### src/rtl/sim_pci_irq_arbiter.sv
// Interrupt path model for a multi-channel PCI bridge.
// Level changes on IRQ_REQ queue one pending interrupt per channel. Pending
// interrupts are serviced one at a time in round-robin order. Each service
// ends with a one-cycle IRQ_ACK pulse that follows a programmable wait and is
// followed by an idle holdoff gap.
module sim_pci_irq_arbiter #(
    parameter int CHANNELS  = 4,
    parameter int ACK_DELAY = 5,
    parameter int HOLDOFF   = 2,
    localparam int CW       = (CHANNELS > 1) ? $clog2(CHANNELS) : 1
) (
    input  logic                clk,
    input  logic                resetn,
    input  logic [CHANNELS-1:0] IRQ_REQ,
    input  logic [CHANNELS-1:0] IRQ_MASK,
    input  logic                OVF_CLEAR,
    output logic [CHANNELS-1:0] IRQ_ACK,
    output logic [CW-1:0]       ACK_CHANNEL,
    output logic                BUSY,
    output logic [CHANNELS-1:0] OVERFLOW
);

    if (CHANNELS < 1 || CHANNELS > 32) begin : g_bad_channels
        $error("sim_pci_irq_arbiter: CHANNELS must be in 1..32");
    end
    if (ACK_DELAY < 1) begin : g_bad_ack_delay
        $error("sim_pci_irq_arbiter: ACK_DELAY must be >= 1");
    end

    typedef enum logic [1:0] {
        ST_IDLE,
        ST_WAIT,
        ST_ACK,
        ST_HOLDOFF
    } state_t;

    state_t              state;
    logic [CHANNELS-1:0] prev_req;
    logic [CHANNELS-1:0] pending;
    logic [CW-1:0]       last_grant;
    logic [31:0]         counter;

    logic [CHANNELS-1:0] toggle;
    logic [CHANNELS-1:0] eligible;
    logic [CHANNELS-1:0] grant_vec;
    logic [CW-1:0]       grant_idx;
    logic [CW-1:0]       cidx;
    logic                grant_valid;

    // Round-robin pick: first eligible channel above last_grant, wrapping.
    always_comb begin
        toggle      = IRQ_REQ ^ prev_req;
        eligible    = pending & ~IRQ_MASK;
        grant_valid = 1'b0;
        grant_idx   = '0;
        cidx        = last_grant;
        if (state == ST_IDLE) begin
            for (int unsigned k = 0; k < CHANNELS; k++) begin
                cidx = (cidx == CW'(CHANNELS - 1)) ? '0 : cidx + CW'(1);
                if (!grant_valid && eligible[cidx]) begin
                    grant_valid = 1'b1;
                    grant_idx   = cidx;
                end
            end
        end
        grant_vec = grant_valid ? (CHANNELS'(1) << grant_idx) : '0;
    end

    // Toggle capture, overflow flags and the service state machine.
    always_ff @(posedge clk or negedge resetn) begin
        if (!resetn) begin
            prev_req    <= '0;
            pending     <= '0;
            OVERFLOW    <= '0;
            IRQ_ACK     <= '0;
            ACK_CHANNEL <= '0;
            BUSY        <= 1'b0;
            state       <= ST_IDLE;
            last_grant  <= CW'(CHANNELS - 1);
            counter     <= '0;
        end else begin
            prev_req <= IRQ_REQ;
            // A toggle landing on the grant edge re-arms pending rather than
            // being counted as lost.
            pending  <= (pending & ~grant_vec) | toggle;
            OVERFLOW <= (OVF_CLEAR ? '0 : OVERFLOW) | (toggle & pending & ~grant_vec);

            case (state)
                ST_IDLE: begin
                    if (grant_valid) begin
                        last_grant <= grant_idx;
                        counter    <= 32'(ACK_DELAY);
                        state      <= ST_WAIT;
                        BUSY       <= 1'b1;
                    end
                end
                ST_WAIT: begin
                    counter <= counter - 32'd1;
                    if (counter == 32'd1) begin
                        state       <= ST_ACK;
                        IRQ_ACK     <= CHANNELS'(1) << last_grant;
                        ACK_CHANNEL <= last_grant;
                    end
                end
                ST_ACK: begin
                    IRQ_ACK     <= '0;
                    ACK_CHANNEL <= '0;
                    if (HOLDOFF > 0) begin
                        state   <= ST_HOLDOFF;
                        counter <= 32'(HOLDOFF);
                    end else begin
                        state   <= ST_IDLE;
                        counter <= '0;
                        BUSY    <= 1'b0;
                    end
                end
                ST_HOLDOFF: begin
                    counter <= counter - 32'd1;
                    if (counter == 32'd1) begin
                        state <= ST_IDLE;
                        BUSY  <= 1'b0;
                    end
                end
                default: begin
                    state <= ST_IDLE;
                    BUSY  <= 1'b0;
                end
            endcase
        end
    end

endmodule

### config.mk
export PLATFORM = sky130hd
export DESIGN_NAME = sim_pci_irq_arbiter
export DESIGN_NICKNAME = d
export VERILOG_FILES = /design/src/rtl/sim_pci_irq_arbiter.sv
export SDC_FILE = /design/constraint.sdc
export NUM_CORES = 1
export LEC_CHECK = 0
export BUFFER_PORTS_ARGS = -buffer_cell sky130_fd_sc_hd__buf_2
export CAP_MARGIN = 40
export CORE_MARGIN = 5
export CORE_UTILIZATION = 50
export DETAILED_ROUTE_END_ITERATION = 12
export HOLD_SLACK_MARGIN = 0.03
export PLACE_DENSITY = 0.73
export REMOVE_ABC_BUFFERS = 1
export SYNTH_ARGS = -nofsm -noshare
export SYNTH_HDL_FRONTEND = slang
export SYNTH_SLANG_ARGS = --single-unit
### constraint.sdc
create_clock -name clk -period 2.8 [get_ports clk]
set_input_delay 0 -clock clk [delete_from_list [all_inputs] [get_ports clk]]
set_output_delay 0 -clock clk [all_outputs]
set_load 0.01 [all_outputs]
### After elaboration in Yosys (flattened, before gate mapping)

Index checks and enable logic that the tools add are counted.

* bits of input ports: 11
* register bits: 55
* word-level logic and storage cells: 94

* reduce and logical (&&, ||, !) cells: 14
* add/sub/neg operators: 5
* $lt $le $gt $ge: 4
* equal/unequal tests: 11
* shifts and indexed selects: 2
* bitwise gates (word level): 9
* multiplexer cells: 40

Operator list (count)
* 32-bit case mux with 3 select lines: 1
* 32-bit by 1-bit equality test with 1-bit output (second input constant): 1
* 32-bit 2-to-1 mux: 1
* 32-bit by 1-bit subtractor with 32-bit output (second input constant): 1
* 2-bit 2-to-1 mux: 13
* 4-bit bitwise AND: 4
* 1-bit 2-to-1 mux: 14
* 2-bit equality test (second input constant): 6
* 2-bit by 3-bit < comparator with 1-bit output (second input constant): 4
* 4-bit 2-to-1 mux: 3
* 2-bit by 1-bit adder with 2-bit output (second input constant): 4
* 1-bit binary-select mux with 2-bit select: 4
* 4-bit inverter: 2
* 4-bit bitwise OR: 2
* 2-bit case mux with 4 select lines: 1
* 4-bit case mux with 2 select lines: 1
* 1-bit by 2-bit << shifter with 4-bit output (first input constant): 2
* 2-bit inequality test (second input constant): 3
* 3-bit AND reduction: 2
* 2-bit case mux with 2 select lines: 1
* 2-bit AND reduction: 2
* 2-bit nonzero test: 2
* 4-bit bitwise XOR: 1
* 1-bit logical AND: 3
* other kinds (5): 7

### Longest topological paths before layout

* depth in word-level cells: 23
* depth in mapped cells: 9

### Worst setup path after synthesis

No wires, ideal clock.

* path type: register -> register
* start: register last_grant[0]
* end: register OVERFLOW[0]
* period minus slack after synthesis: 2280 ps
* path buffers: 0
* data required time: 2678 ps
* arrival time: 2158 ps
* stages on the path, launching flop included: 8
* setup slack: 520 ps
* cell sequence: dfstp_2 > inv_1 > ha_1 > or3b_2 > a211oi_1 > a311o_1 > nand3_1 > a32o_1

* word-level cells in the longest chain between the ends: 23
* elaborated cells on any way between the ends: 44
* those cells by class: add/sub (4); eq/ne (4); shift (1); mux (26); bitwise (3); reduce/logical (6)

RTL lines
* from (decl): RTL line 40 `logic [CW-1:0] last_grant;`
* from (signal assigned): RTL line 79 `last_grant <= CW'(CHANNELS - 1);`
* from (signal assigned): RTL line 91 `last_grant <= grant_idx;`
* 2-bit by 1-bit adder with 2-bit output / 2-bit equality test (equally long branches): RTL line 59 `cidx = (cidx == CW'(CHANNELS - 1)) ? '0 : cidx + CW'(1);`
* 2-bit 2-to-1 mux *: RTL line 59
* parallel branches: the longest is 17 deep, another holds 2-bit by 1-bit adder with 2-bit output
* 4-bit 2-to-1 mux *: RTL line 66 `grant_vec = grant_valid ? (CHANNELS'(1) << grant_idx) : '0;`
* 4-bit inverter *: RTL line 86 `OVERFLOW <= (OVF_CLEAR ? '0 : OVERFLOW) | (toggle & pending & ~grant_vec);`
* 4-bit bitwise AND *: RTL line 86
* 4-bit bitwise OR *: RTL line 86
* to (signal assigned): RTL line 86
* to (decl): RTL line 20 `output logic [CHANNELS-1:0] OVERFLOW`

Every way passes the cells marked *. The select of a mux whose other input is x is not followed.
A chain may end at the register's enable or synchronous reset.

### Worst setup path in the final report

Ends and elaborated chain as after synthesis.

==> results by stage <==
Floorplan:
- The number of core rows is 28.
- The region available for standard cell placement spans 5920 sq um.
- The number of top-level pins is 22.
- The die covers a little under 8000 sq um.
- Measured along the x axis, the die boundary spans between 80 and 90 um.
- Measured along the y axis, the die boundary spans 87.9 um.
- The initial utilization of the core area, before any placement, comes to around half.

STA:
- For the final database, setup skew stands at 0.00913 ns.
- Setup violations remaining at the end of the flow were counted as 0.
- Setup repair after global routing left no endpoint under its margin.
- The final-report max-slew violation count came to 0.
- The fraction of the cycle the final worst path needs is approximately nine tenths.
- The number of endpoints with negative hold slack in the final report is 0.
- Headroom to the max-slew limit came out at 45.8%.
- The final setup TNS is 0 ns.
- Derived from the worst setup path, the maximum achievable clock frequency is ~400 MHz.
- The shortest clock period the worst path allows after layout is 2.49 ns.
- For the pin with the worst max-slew slack, the measured transition is between 0.8 and 0.9 ns.

Drt:
- After detailed routing, the number of remaining DRC violations is 0.
- The via density per instance is about 6.0.
- Dividing the detail-routed wire length by the instance count gives between 15 and 20 um.
- Across all layers, the routed design uses 2,512 vias.
- After detailed routing, the total wire length is 6.62 mm.
- After the first detailed-routing iteration, the DRC count stood at approximately 130.
- The final antenna-violating net count is 0.
- The number of iterations in the first detailed-routing pass is 4.

Worst setup path:
- Among cell families on the critical path, the largest total delay comes from compound AO/OA/AOI/OAI gates.
- Counting buffers and inverters, the worst setup path is 7 cells deep.
- STA classifies the critical path startpoint as a flip-flop.
- The critical path arrival is 2.69 ns.
- The cell type of the slowest stage on the worst timing path is sky130_fd_sc_hd__dfstp_2.
- The slack of the worst reg-to-reg path is between 0.3 and 0.4 ns.
- The sort of element at the end of the critical path is a flip-flop.
- The number of buffer and inverter instances along the worst setup path is 1.
- Data on the critical path is required at its endpoint by approximately 3.0 ns.
- The largest single stage delay on the critical path is roughly 0.6 ns.
- Of all nets on the critical path, the largest fanout is 6.
- The worst-case reg-to-reg path depth is 7.
- The start-to-end type of the worst setup path is reg -> reg.
- The signal on the critical path passes through inv_1 > ha_1 > or3b_2 > a211oi_1 > a311o_1 > nand3_1 > a32o_1.

Clocking:
- The H-tree was split into 2 levels.
- The maximum root-to-sink buffer count is 2.
- After clock tree synthesis, the setup repair step added 0 buffers.
- After clock tree synthesis, the clock-pin slew on the worst setup and hold paths is about 0.1 ns.
- Once the clock tree was built, the resizer swapped 0 gates to a different size.
- The clock tree from TritonCTS is yes.
- The clock latency of the later-clocked register in the worst-skew pair is roughly 0.3 ns.
- In this run, CTS created clock tree buffers numbering 5.
- Buffers inserted to repair hold after CTS numbered 6.
- The total clock sinks is 55.
- In this run the clock root is driven by a sky130_fd_sc_hd__clkbuf_8.

Finish:
- The final layout contains around 370 nets.
- The fraction of layout instances using a drive strength above 1 is around 14%.
- Relative to the synthesized area, the layout overhead comes to 11.4%.
- The filler cell count in the final layout is 530.
- 0 antenna diodes ended up in the layout.

Synthesis:
- After synthesis the netlist holds a flip-flop and latch count of 55.
- The count of flip-flops with a built-in enable after synthesis is 0.
- The synthesized netlist occupies a cell area of roughly 3000 sq um.
- The sequential cell area fraction in the yosys report is roughly 45%.
- Yosys mapped the design onto 55 distinct sky130hd cell types.
- For this run, the leading register cell type out of synthesis is sky130_fd_sc_hd__dfrtp_1.
- The post-synthesis cell count is around 320.
- Averaged over all synthesized cells, the footprint is between 9 and 10 sq um.
- Yosys printed 0 warnings.
- The share of async-settable or async-resettable flops after synthesis is 100%.

Placement:
- During placement, the flow inserted port buffers numbering 21.
- The HPWL reported at the end of detailed placement is around 4.5 mm.
- At the end of routability-driven placement, the weighted congestion stood at between 0.8 and 0.9.

Global routing:
- After global routing, the most crowded layer is met2.
- The total grt overflow is 0.
- In the global route stage, met1 resource usage came out at roughly 27%.
- The global-route wire length before repair is 11.8 mm.
- The via count of the first global-routing pass is 2,424.
- The total global-route track usage is approximately a fifth.
- The met3 usage in global routing is under 10%.
- The met2 layer usage reported by global route is between 20% and 30%.
- The number of antenna violations at the first check in global routing is 0.
- The maximum number of pins on one net before global-route repair is 36.

Run status:
- The flow ran to the end, and the final reports show no timing, DRC or antenna violations.

Job:
- Max-cap violations in this run came to 0.

Pwr:
- Across the VDD grid, the largest voltage drop is 216 uV.
- Summed over all cells, the static leakage comes to between 1 and 1.5 nW.
- Summing internal, switching and leakage power gives ~1.4 mW.
- For this design the ratio of total power to cell area is 412 nW/um^2.

Min path:
- The min-delay analysis places its worst path in the category in -> async.
[synthesized netlist by cell type (9+ instances only)]
master	n	area share, %
sky130_fd_sc_hd__nor2b_1	10	2.1
sky130_fd_sc_hd__dfrtp_1	53	44
sky130_fd_sc_hd__nand2_1	21	2.6
sky130_fd_sc_hd__clkbuf_1	12	1.5
sky130_fd_sc_hd__o2bb2ai_1	9	2.6
sky130_fd_sc_hd__nor2_1	22	2.7
sky130_fd_sc_hd__a21oi_1	13	2.1
sky130_fd_sc_hd__ha_1	11	4.5
sky130_fd_sc_hd__o21ai_0	46	7.6
sky130_fd_sc_hd__a31oi_1	11	2.3
[state kept, by name (all words and copies together), names as in the netlist]
signal,count
prev_req,4
BUSY,1
OVERFLOW,4
IRQ_ACK,4
pending,4
counter,32
last_grant,2
ACK_CHANNEL,2
state,2
[metal layers]
| layer | vias to the layer above | wire, um |
|---|---|---|
| met1 | 1214 | 3290 |
| met2 | 43 | 3090 |
| met5 | - | 0 |
| li1 | 1251 | - |
| met3 | 4 | 205 |
| met4 | 0 | 38 |
[cells in the final DEF (no fill, tap or decap), types with 5 or more instances in the layout]
| master | Yosys | final |
|---|---|---|
| sky130_fd_sc_hd__nand2b_1 | 5 | 5 |
| sky130_fd_sc_hd__nand2_1 | 21 | 21 |
| sky130_fd_sc_hd__nor3_1 | 6 | 6 |
| sky130_fd_sc_hd__dlygate4sd3_1 | 0 | 6 |
| sky130_fd_sc_hd__clkbuf_8 | 0 | 5 |
| sky130_fd_sc_hd__nor2_1 | 22 | 22 |
| sky130_fd_sc_hd__a21oi_1 | 13 | 13 |
| sky130_fd_sc_hd__inv_1 | 8 | 8 |
| sky130_fd_sc_hd__o21ai_0 | 46 | 46 |
| sky130_fd_sc_hd__o2bb2ai_1 | 9 | 9 |
| sky130_fd_sc_hd__nor4_1 | 6 | 6 |
| sky130_fd_sc_hd__or3_1 | 6 | 6 |
| sky130_fd_sc_hd__buf_4 | 1 | 7 |
| sky130_fd_sc_hd__nand3_1 | 8 | 8 |
| sky130_fd_sc_hd__a31oi_1 | 11 | 11 |
| sky130_fd_sc_hd__dfrtp_1 | 53 | 53 |
| sky130_fd_sc_hd__nor2b_1 | 10 | 10 |
| sky130_fd_sc_hd__ha_1 | 11 | 11 |
| sky130_fd_sc_hd__or4_1 | 8 | 8 |
| sky130_fd_sc_hd__buf_2 | 3 | 21 |
[power breakdown]
group | leakage, nW | internal, mW | total, mW | switching (mW)
Combinational | 0.662 | 0.0291 | 0.0689 | 0.0398
Sequential | 0.578 | 0.803 | 0.808 | 0.00456
Clock | 0.0513 | 0.263 | 0.514 | 0.252
Total | 1.29 | 1.10 | 1.39 | 0.296
[stage by stage]
stage / cells / hold slack (ns) / instance area, sq um / setup WS (ns) / utilization (%)
final: 421 / 0.331 / 3380 / 0.311 / 57.1
after global routing: 421 / 0.380 / 3380 / 0.223 / 57.1
after CTS: 421 / 0.338 / 3380 / 0.337 / 57.1
after detailed placement: 408 / 0.132 / 3220 / 0.365 / 54.3
after global placement: 408 / 0.134 / 3220 / 0.424 / 54.3
after floorplan: 305 / -0.296 / 2970 / 0.319 / -
[kinds of logic (layout without fill, tap and decap cells)]
kind of cell	after synthesis	in the layout	synth area share, %
AND/OR/NAND/NOR	112	112	21.0
AO/OA/AOI/OAI	111	111	23.3
flip-flops	55	55	45.5
buffers and inverters	24	49	3.22
adder cells (fa/ha/maj)	11	11	4.54
XOR/XNOR	5	5	1.44
multiplexers	3	3	1.07
[layout make-up]
| type | instances | area [sq um] | share of cell area, % |
|---|---|---|---|
| multi-input cells | 242 | 1560 | 46.1 |
| clock inverters | 1 | 30.0 | 0.889 |
| well taps | 75 | 93.8 | 2.78 |
| repair buffers | 34 | 218 | 6.44 |
| flip-flops and latches | 55 | 1380 | 40.8 |
| inverters | 8 | 30.0 | 0.889 |
| clock buffers | 6 | 72.6 | 2.15 |
[final timing paths]
kind / endpoint / startpoint
worst max-delay path: OVERFLOW[0] / last_grant[0]
worst min-delay path: prev_req[0] / resetn
worst max register to register: OVERFLOW[0] / last_grant[0]
worst min register to register: counter[19] / counter[19]
max in group asynchronous: counter[19] / resetn
min in group clk: last_grant[1] / IRQ_MASK[3]
(Power assumes the default switching activity.)
